**src/rtl/i2c_burst_master.sv**
```systemverilog
// Wishbone-controlled I2C burst master: register file, TX/RX byte FIFOs and a
// sequencer that walks an external byte controller through START/ADR/DATA/STOP.
module i2c_burst_master #(
  parameter int FIFO_DEPTH = 8,
  parameter int AW         = $clog2(FIFO_DEPTH)
) (
  input  logic       wb_clk_i,
  input  logic       arst_i,
  input  logic [2:0] wb_adr_i,
  input  logic [7:0] wb_dat_i,
  output logic [7:0] wb_dat_o,
  input  logic       wb_we_i,
  input  logic       wb_stb_i,
  input  logic       wb_cyc_i,
  output logic       wb_ack_o,
  output logic       wb_inta_o,
  output logic       bc_start,
  output logic       bc_stop,
  output logic       bc_read,
  output logic       bc_write,
  output logic       bc_ack_in,
  output logic [7:0] bc_din,
  input  logic       bc_cmd_ack,
  input  logic       bc_ack_out,
  input  logic [7:0] bc_dout,
  input  logic       bc_al
);
  typedef enum logic [2:0] {IDLE, ADR, DATA, STOP, DONE} state_t;

  state_t        r_state, w_nxt;
  logic          r_en, r_ien, r_al, r_nack, r_if, r_ovf, r_ack, r_inta;
  logic [7:0]    r_sadr, r_len, r_sadr_l, r_rem, r_dat, w_rdata, w_stat;

  logic [7:0]    r_tx_mem [FIFO_DEPTH];
  logic [7:0]    r_rx_mem [FIFO_DEPTH];
  logic [AW-1:0] r_tx_wp, r_tx_rp, r_rx_wp, r_rx_rp;
  logic [AW:0]   r_tx_cnt, r_rx_cnt;

  logic w_req, w_wr, w_rd_data, w_go, w_clr, w_ovf;
  logic w_tx_push, w_tx_pop, w_tx_flush, w_tx_empty, w_tx_full;
  logic w_rx_push, w_rx_pop, w_rx_flush, w_rx_empty, w_rx_full;
  logic w_rem_dec, w_set_nack, w_set_al, w_set_if;

  assign w_req      = wb_stb_i & wb_cyc_i & ~r_ack;
  assign w_wr       = w_req & wb_we_i;
  assign w_rd_data  = w_req & ~wb_we_i & (wb_adr_i == 3'd3);
  assign w_go       = w_wr & (wb_adr_i == 3'd4) & wb_dat_i[7] & r_en & (r_state == IDLE);
  assign w_clr      = w_wr & (wb_adr_i == 3'd5) & wb_dat_i[4];
  assign w_tx_flush = w_wr & (wb_adr_i == 3'd6) & wb_dat_i[0];
  assign w_rx_flush = w_wr & (wb_adr_i == 3'd6) & wb_dat_i[1];

  // Depth is a power of two, so the count MSB alone marks a full FIFO.
  assign w_tx_full  = r_tx_cnt[AW];
  assign w_rx_full  = r_rx_cnt[AW];
  assign w_tx_empty = (r_tx_cnt == '0);
  assign w_rx_empty = (r_rx_cnt == '0);

  assign w_tx_push  = w_wr & (wb_adr_i == 3'd3) & ~w_tx_full;
  assign w_rx_pop   = w_rd_data & ~w_rx_empty;
  assign w_ovf      = (w_wr & (wb_adr_i == 3'd3) & w_tx_full) | (w_rd_data & w_rx_empty);

  assign w_stat     = {(r_state != IDLE), r_al, r_nack, r_if,
                       w_tx_full, w_tx_empty, w_rx_empty, r_ovf};
  assign wb_dat_o   = r_dat;
  assign wb_ack_o   = r_ack;
  assign wb_inta_o  = r_inta;

  always_comb begin
    w_rdata = 8'h00;
    case (wb_adr_i)
      3'd0:    w_rdata = {r_en, r_ien, 6'b0};
      3'd1:    w_rdata = r_sadr;
      3'd2:    w_rdata = r_len;
      3'd3:    if (!w_rx_empty) w_rdata = r_rx_mem[r_rx_rp];
      3'd5:    w_rdata = w_stat;
      default: w_rdata = 8'h00;
    endcase
  end

  always_ff @(posedge wb_clk_i or negedge arst_i) begin
    if (!arst_i) r_state <= IDLE;
    else         r_state <= w_nxt;
  end

  // Commands decode straight from state, so an async reset clears them at once.
  always_comb begin
    w_nxt      = r_state;
    bc_start   = 1'b0;
    bc_stop    = 1'b0;
    bc_read    = 1'b0;
    bc_write   = 1'b0;
    bc_ack_in  = 1'b0;
    bc_din     = 8'h00;
    w_tx_pop   = 1'b0;
    w_rx_push  = 1'b0;
    w_rem_dec  = 1'b0;
    w_set_nack = 1'b0;
    w_set_al   = 1'b0;
    w_set_if   = 1'b0;
    case (r_state)
      IDLE: if (w_go) w_nxt = ADR;
      ADR: begin
        bc_start = 1'b1;
        bc_write = 1'b1;
        bc_din   = r_sadr_l;
        if (bc_cmd_ack) begin
          if (bc_ack_out) begin
            w_set_nack = 1'b1;
            w_nxt      = STOP;
          end else if (r_rem == 8'd0) w_nxt = STOP;
          else                        w_nxt = DATA;
        end
      end
      DATA: begin
        if (!r_sadr_l[0]) begin
          if (!w_tx_empty) begin
            bc_write = 1'b1;
            bc_din   = r_tx_mem[r_tx_rp];
            if (bc_cmd_ack) begin
              w_tx_pop  = 1'b1;
              w_rem_dec = 1'b1;
              if (bc_ack_out) begin
                w_set_nack = 1'b1;
                w_nxt      = STOP;
              end else if (r_rem == 8'd1) w_nxt = STOP;
            end
          end
        end else if (!w_rx_full) begin
          bc_read   = 1'b1;
          bc_ack_in = (r_rem == 8'd1);
          if (bc_cmd_ack) begin
            w_rx_push = 1'b1;
            w_rem_dec = 1'b1;
            if (r_rem == 8'd1) w_nxt = STOP;
          end
        end
      end
      STOP: begin
        bc_stop = 1'b1;
        if (bc_cmd_ack) w_nxt = DONE;
      end
      DONE: begin
        w_set_if = 1'b1;
        w_nxt    = IDLE;
      end
      default: w_nxt = IDLE;
    endcase
    // Lost arbitration abandons the bus outright: no STOP, no FIFO side effects.
    if (r_state != IDLE && bc_al) begin
      w_nxt      = IDLE;
      w_set_al   = 1'b1;
      w_set_if   = 1'b1;
      w_set_nack = 1'b0;
      w_tx_pop   = 1'b0;
      w_rx_push  = 1'b0;
      w_rem_dec  = 1'b0;
    end
  end

  always_ff @(posedge wb_clk_i or negedge arst_i) begin
    if (!arst_i) begin
      r_en <= 1'b0; r_ien <= 1'b0; r_al <= 1'b0; r_nack <= 1'b0;
      r_if <= 1'b0; r_ovf <= 1'b0; r_ack <= 1'b0; r_inta <= 1'b0;
      r_sadr <= 8'h00; r_len <= 8'h00; r_sadr_l <= 8'h00; r_rem <= 8'h00; r_dat <= 8'h00;
    end else begin
      r_ack  <= w_req;
      r_inta <= r_ien & r_if;
      if (w_req) r_dat <= w_rdata;
      if (w_wr) begin
        case (wb_adr_i)
          3'd0: begin r_en <= wb_dat_i[7]; r_ien <= wb_dat_i[6]; end
          3'd1: r_sadr <= wb_dat_i;
          3'd2: r_len  <= wb_dat_i;
          default: ;
        endcase
      end
      // The burst runs on snapshots so register writes while busy are harmless.
      if (w_go) begin
        r_sadr_l <= r_sadr;
        r_rem    <= r_len;
      end else if (w_rem_dec) r_rem <= r_rem - 8'd1;
      if (w_clr) begin r_if <= 1'b0; r_al <= 1'b0; r_nack <= 1'b0; r_ovf <= 1'b0; end
      if (w_go)  begin r_al <= 1'b0; r_nack <= 1'b0; end
      if (w_set_al)   r_al   <= 1'b1;
      if (w_set_nack) r_nack <= 1'b1;
      if (w_set_if)   r_if   <= 1'b1;
      if (w_ovf)      r_ovf  <= 1'b1;
    end
  end

  // Flush outranks any same-cycle push or pop on the same FIFO.
  always_ff @(posedge wb_clk_i or negedge arst_i) begin
    if (!arst_i) begin
      r_tx_wp <= '0; r_tx_rp <= '0; r_tx_cnt <= '0;
    end else if (w_tx_flush) begin
      r_tx_wp <= '0; r_tx_rp <= '0; r_tx_cnt <= '0;
    end else begin
      if (w_tx_push) r_tx_wp <= r_tx_wp + AW'(1);
      if (w_tx_pop)  r_tx_rp <= r_tx_rp + AW'(1);
      r_tx_cnt <= r_tx_cnt + {{AW{1'b0}}, w_tx_push} - {{AW{1'b0}}, w_tx_pop};
    end
  end

  always_ff @(posedge wb_clk_i or negedge arst_i) begin
    if (!arst_i) begin
      r_rx_wp <= '0; r_rx_rp <= '0; r_rx_cnt <= '0;
    end else if (w_rx_flush) begin
      r_rx_wp <= '0; r_rx_rp <= '0; r_rx_cnt <= '0;
    end else begin
      if (w_rx_push) r_rx_wp <= r_rx_wp + AW'(1);
      if (w_rx_pop)  r_rx_rp <= r_rx_rp + AW'(1);
      r_rx_cnt <= r_rx_cnt + {{AW{1'b0}}, w_rx_push} - {{AW{1'b0}}, w_rx_pop};
    end
  end

  always_ff @(posedge wb_clk_i) begin
    if (w_tx_push) r_tx_mem[r_tx_wp] <= wb_dat_i;
    if (w_rx_push) r_rx_mem[r_rx_wp] <= bc_dout;
  end
endmodule

```
**config.mk**
```make
export PLATFORM = sky130hd
export DESIGN_NAME = i2c_burst_master
export DESIGN_NICKNAME = d
export VERILOG_FILES = /design/src/rtl/i2c_burst_master.sv
export SDC_FILE = /design/constraint.sdc
export NUM_CORES = 1
export LEC_CHECK = 0
export CORE_ASPECT_RATIO = 1.25
export CORE_UTILIZATION = 40
export DETAILED_ROUTE_END_ITERATION = 10
export PLACE_DENSITY = 0.61
export SETUP_SLACK_MARGIN = 0.4
export SLEW_MARGIN = 20
export SYNTH_ARGS = -nofsm -noshare
export SYNTH_HDL_FRONTEND = slang
export SYNTH_SLANG_ARGS = --single-unit
export TNS_END_PERCENT = 100
```
**constraint.sdc**
```tcl
create_clock -name wb_clk_i -period 3.2 [get_ports wb_clk_i]
set_input_delay 0.64 -clock wb_clk_i [delete_from_list [all_inputs] [get_ports wb_clk_i]]
set_output_delay 0.64 -clock wb_clk_i [all_outputs]
set_load 0.02 [all_outputs]
```
==> flow_summary.ini <==
[cells_and_area]
drive_above_1_share_pct = 25.39
syn_to_final_growth_pct = 21.97
final_area_um2 = 10640
fill_cells = 1838
final_common_cell = edfxtp_1
final_cell_mix = 128 x edfxtp_1, 70 x dfrtp_1, 53 x nand2_1
nets = 734
antenna_cells = 0
layout.area.seq_um2 = 5622
multi_input_area_um2 = 3025

[power_and_ir_drop]
p_comb_share_pct = 18.9
irDropWorstVdd_uv = 367.2
internal_power_mw = 4.603
swShare_pct = 28.24
clockPowerShare_pct = 32.9
power.density_nw_per_um2 = 602.7
netSwitchingPower_mw = 1.811
p_leak_nw = 4.018
seqPwrFrac_pct = 48.2

[critical_path]
crit_type = flop to primary output
crit_path_top_delay_cell = or4_4
crit_start = r_tx_cnt[3]$_DFF_PN0_
worst-path-max-fanout = 5
cp.arrival_ns = 2.24
start_kind = flop
cp_cell_sequence = inv_1, ha_2, nor3b_4, or4_4, buf_12, o21ai_4, buf_6
reg2reg_depth = 12
cp.required_ns = 2.56
reg2reg_from = r_tx_cnt[3]$_DFF_PN0_
end_kind = primary output
cp_slowest_stage_delay_ns = 0.57

[placed_design]
place_hpwl_um = 13610
place_area_um2 = 9818
io_buffers = 49
place_congestion = 0.8385
pre_cts_slack_ns = 0.09559

[synth]
synth.area.top_cells = edfxtp_1 44%, dfrtp_1 20%, mux4_2 8.3%, mux2_2 2.6%, mux2i_1 2.5%
postSynthCellCount = 594
netlist_area_um2 = 8725
ys_ff_latch = 199
synth_edf_count = 128
synth_warnings = 0
synthArstFlopShare_pct = 35.68
yosysUniqueCellTypes = 60
synth_flop_cell = edfxtp_1
syn_nets = 640
synth_seq_area_share_pct = 64.42
yosys.area.top_type = edfxtp_1
syn-mean-instance-area_um2 = 14.69
synth_top_area_share_pct = 44.06

[floorplan]
io_pins = 50
fp.coreArea_um2 = 21470
start_util_pct = 40.64
die_h_um = 167.1
die_area_um2 = 22410
num_rows = 60
fp.dieW_um = 134.1

[cts]
ctsHoldBuffers = 0
h-tree-depth = 4
cts-root-buf = clkbuf_16
clk_latency_ns = 0.44
path_clk_slew_ns = 0.08
numCtsBuffers = 17
cts_tree = built
clk_path_buf_depth = 2
clkSinkCount = 199

[sta]
setup_violations = 0
fin_crit_ns = 2.876
maxSlewViolCount = 0
hold_viol = 0
fin_crit_sh_pct = 89.87
clock.fmax_ghz = 0.3477
finalClockSkew_ns = 0.01064
layout_setup_ws_ns = 0.3241
rsz0062_at_grt = yes
worst_slew_pin_slew_ns = 0.9312
fin_setup_tns_ns = 0
slew_headroom_pct = 37.92

[job]
max-cap-violations = 0

[drt]
num_vias = 5268
drtPass1Iterations = 7
drc = 0
drt_iter0_markers = 333
wl_per_cell_um = 19.51
ant_nets = 0
wirelength_um = 19120
viasPerCell = 5.376

[grt]
antenna_found_initial = 0
grt_max_degree = 72
first_global_vias = 5516
grt_pass1_wl_um = 30150
grt_usage_pct = 17.88
grt.overflow.total = 0

[hold_path]
min_path_type = input port to async pin

[run_status]
status = complete, no violations
## final cells by class
type / count / share of cell area, %
clock buffers: 17 / 3.998
clock inverters: 15 / 1.587
inverters: 31 / 1.093
multi-input cells: 336 / 28.43
flip-flops and latches: 199 / 52.83
well taps: 279 / 3.280
repair buffers: 103 / 8.783
## worst max-delay path: cells and delay by family, from the launching register on
family	cells	cell delay, ns
flip-flops	1	0.37
AO/OA/AOI/OAI	1	0.15
AND/OR/NAND/NOR	2	0.72
adder cells (fa/ha/maj)	1	0.17
buffers and inverters	3	0.38
## power groups by stage
stage | Clock [mW] | Sequential, mW | Combinational (mW)
2_1_floorplan | 0 | 3.08 | 0.813
3_3_place_gp | 0 | 3.12 | 1.13
4_1_cts | 2.15 | 3.09 | 1.20
3_5_place_dp | 0 | 3.13 | 1.18
5_1_grt | 2.23 | 3.11 | 1.35
6_report | 2.11 | 3.09 | 1.21
## sequential cells by signal, summed over array words and instances, names as in the netlist, 3 cells and up
signal and flops:
r_tx_rp 3, wb_dat_o 8, r_rx_cnt 4, r_rx_wp 3
r_sadr 8, r_tx_cnt 4, r_tx_wp 3, r_rem 8
r_rx_rp 3, r_state 3, r_rx_mem 64, r_len 8
r_tx_mem 64, r_sadr_l 8
## logic make-up (layout without fill, tap and decap cells)
logic type               count (synthesis)  after routing  synth area share [%]
flip-flops                             199            199                 64.42
AND/OR/NAND/NOR                        156            156                 9.336
AO/OA/AOI/OAI                           78             78                 6.210
multiplexers                            75             75                 13.49
buffers and inverters                   59            166                 2.839
adder cells (fa/ha/maj)                 19             19                 2.897
XOR/XNOR                                 8              8                0.8031
## path summary, 6_finish.rpt
path / endpoint / slack [ns]
hold reg to reg: r_sadr_l[6]$_DFFE_PN0P_ / 0.48
setup reg to reg: r_tx_cnt[1]$_DFF_PN0_ / 0.44
max in group asynchronous: r_state[0]$_DFFE_PN0P_ / 2.20
min in group wb_clk_i: r_sadr_l[6]$_DFFE_PN0P_ / 0.48
hold / removal: r_sadr_l[4]$_DFFE_PN0P_ / 0.33
setup / recovery: bc_din[5] / 0.32
## per-layer routing
metal / up-vias / GRT usage (%) / routed length (µm)
met5: - / 0 / 0
met4: 0 / 6.351 / 354
met3: 25 / 3.179 / 569
met2: 117 / 31.74 / 10120
met1: 2690 / 21.68 / 8077
li1: 2436 / - / -
## per-stage QoR
| stage | util [%] | total power [mW] | std cells | hold slack [ns] |
|---|---|---|---|---|
| floorplan | - | 3.898 | 594 | 0.3444 |
| global placement | 45.73 | 4.251 | 944 | 0.4549 |
| detailed placement | 45.73 | 4.303 | 944 | 0.4557 |
| CTS | 48.92 | 6.433 | 980 | 0.3720 |
| global route | 49.56 | 6.690 | 980 | 0.4146 |
| finish | 49.56 | 6.414 | 980 | 0.3250 |
## synth_stat cells (13+ instances only)
| library cell | n |
|---|---|
| ha_1 | 17 |
| clkbuf_1 | 14 |
| mux4_2 | 32 |
| mux2_2 | 20 |
| inv_1 | 31 |
| mux2i_1 | 22 |
| a21oi_1 | 13 |
| nor2_1 | 29 |
| o21ai_0 | 16 |
| dfrtp_1 | 71 |
| nand2_1 | 53 |
| edfxtp_1 | 128 |
## what timing repair did
item,in CTS,in global routing
gates resized for setup,73,38
endpoints found under the setup margin,13,13
gates cloned,1,0
pin swaps,2,12
buffers inserted,3,0
No activity file was read; power rests on OpenSTA's default activity.
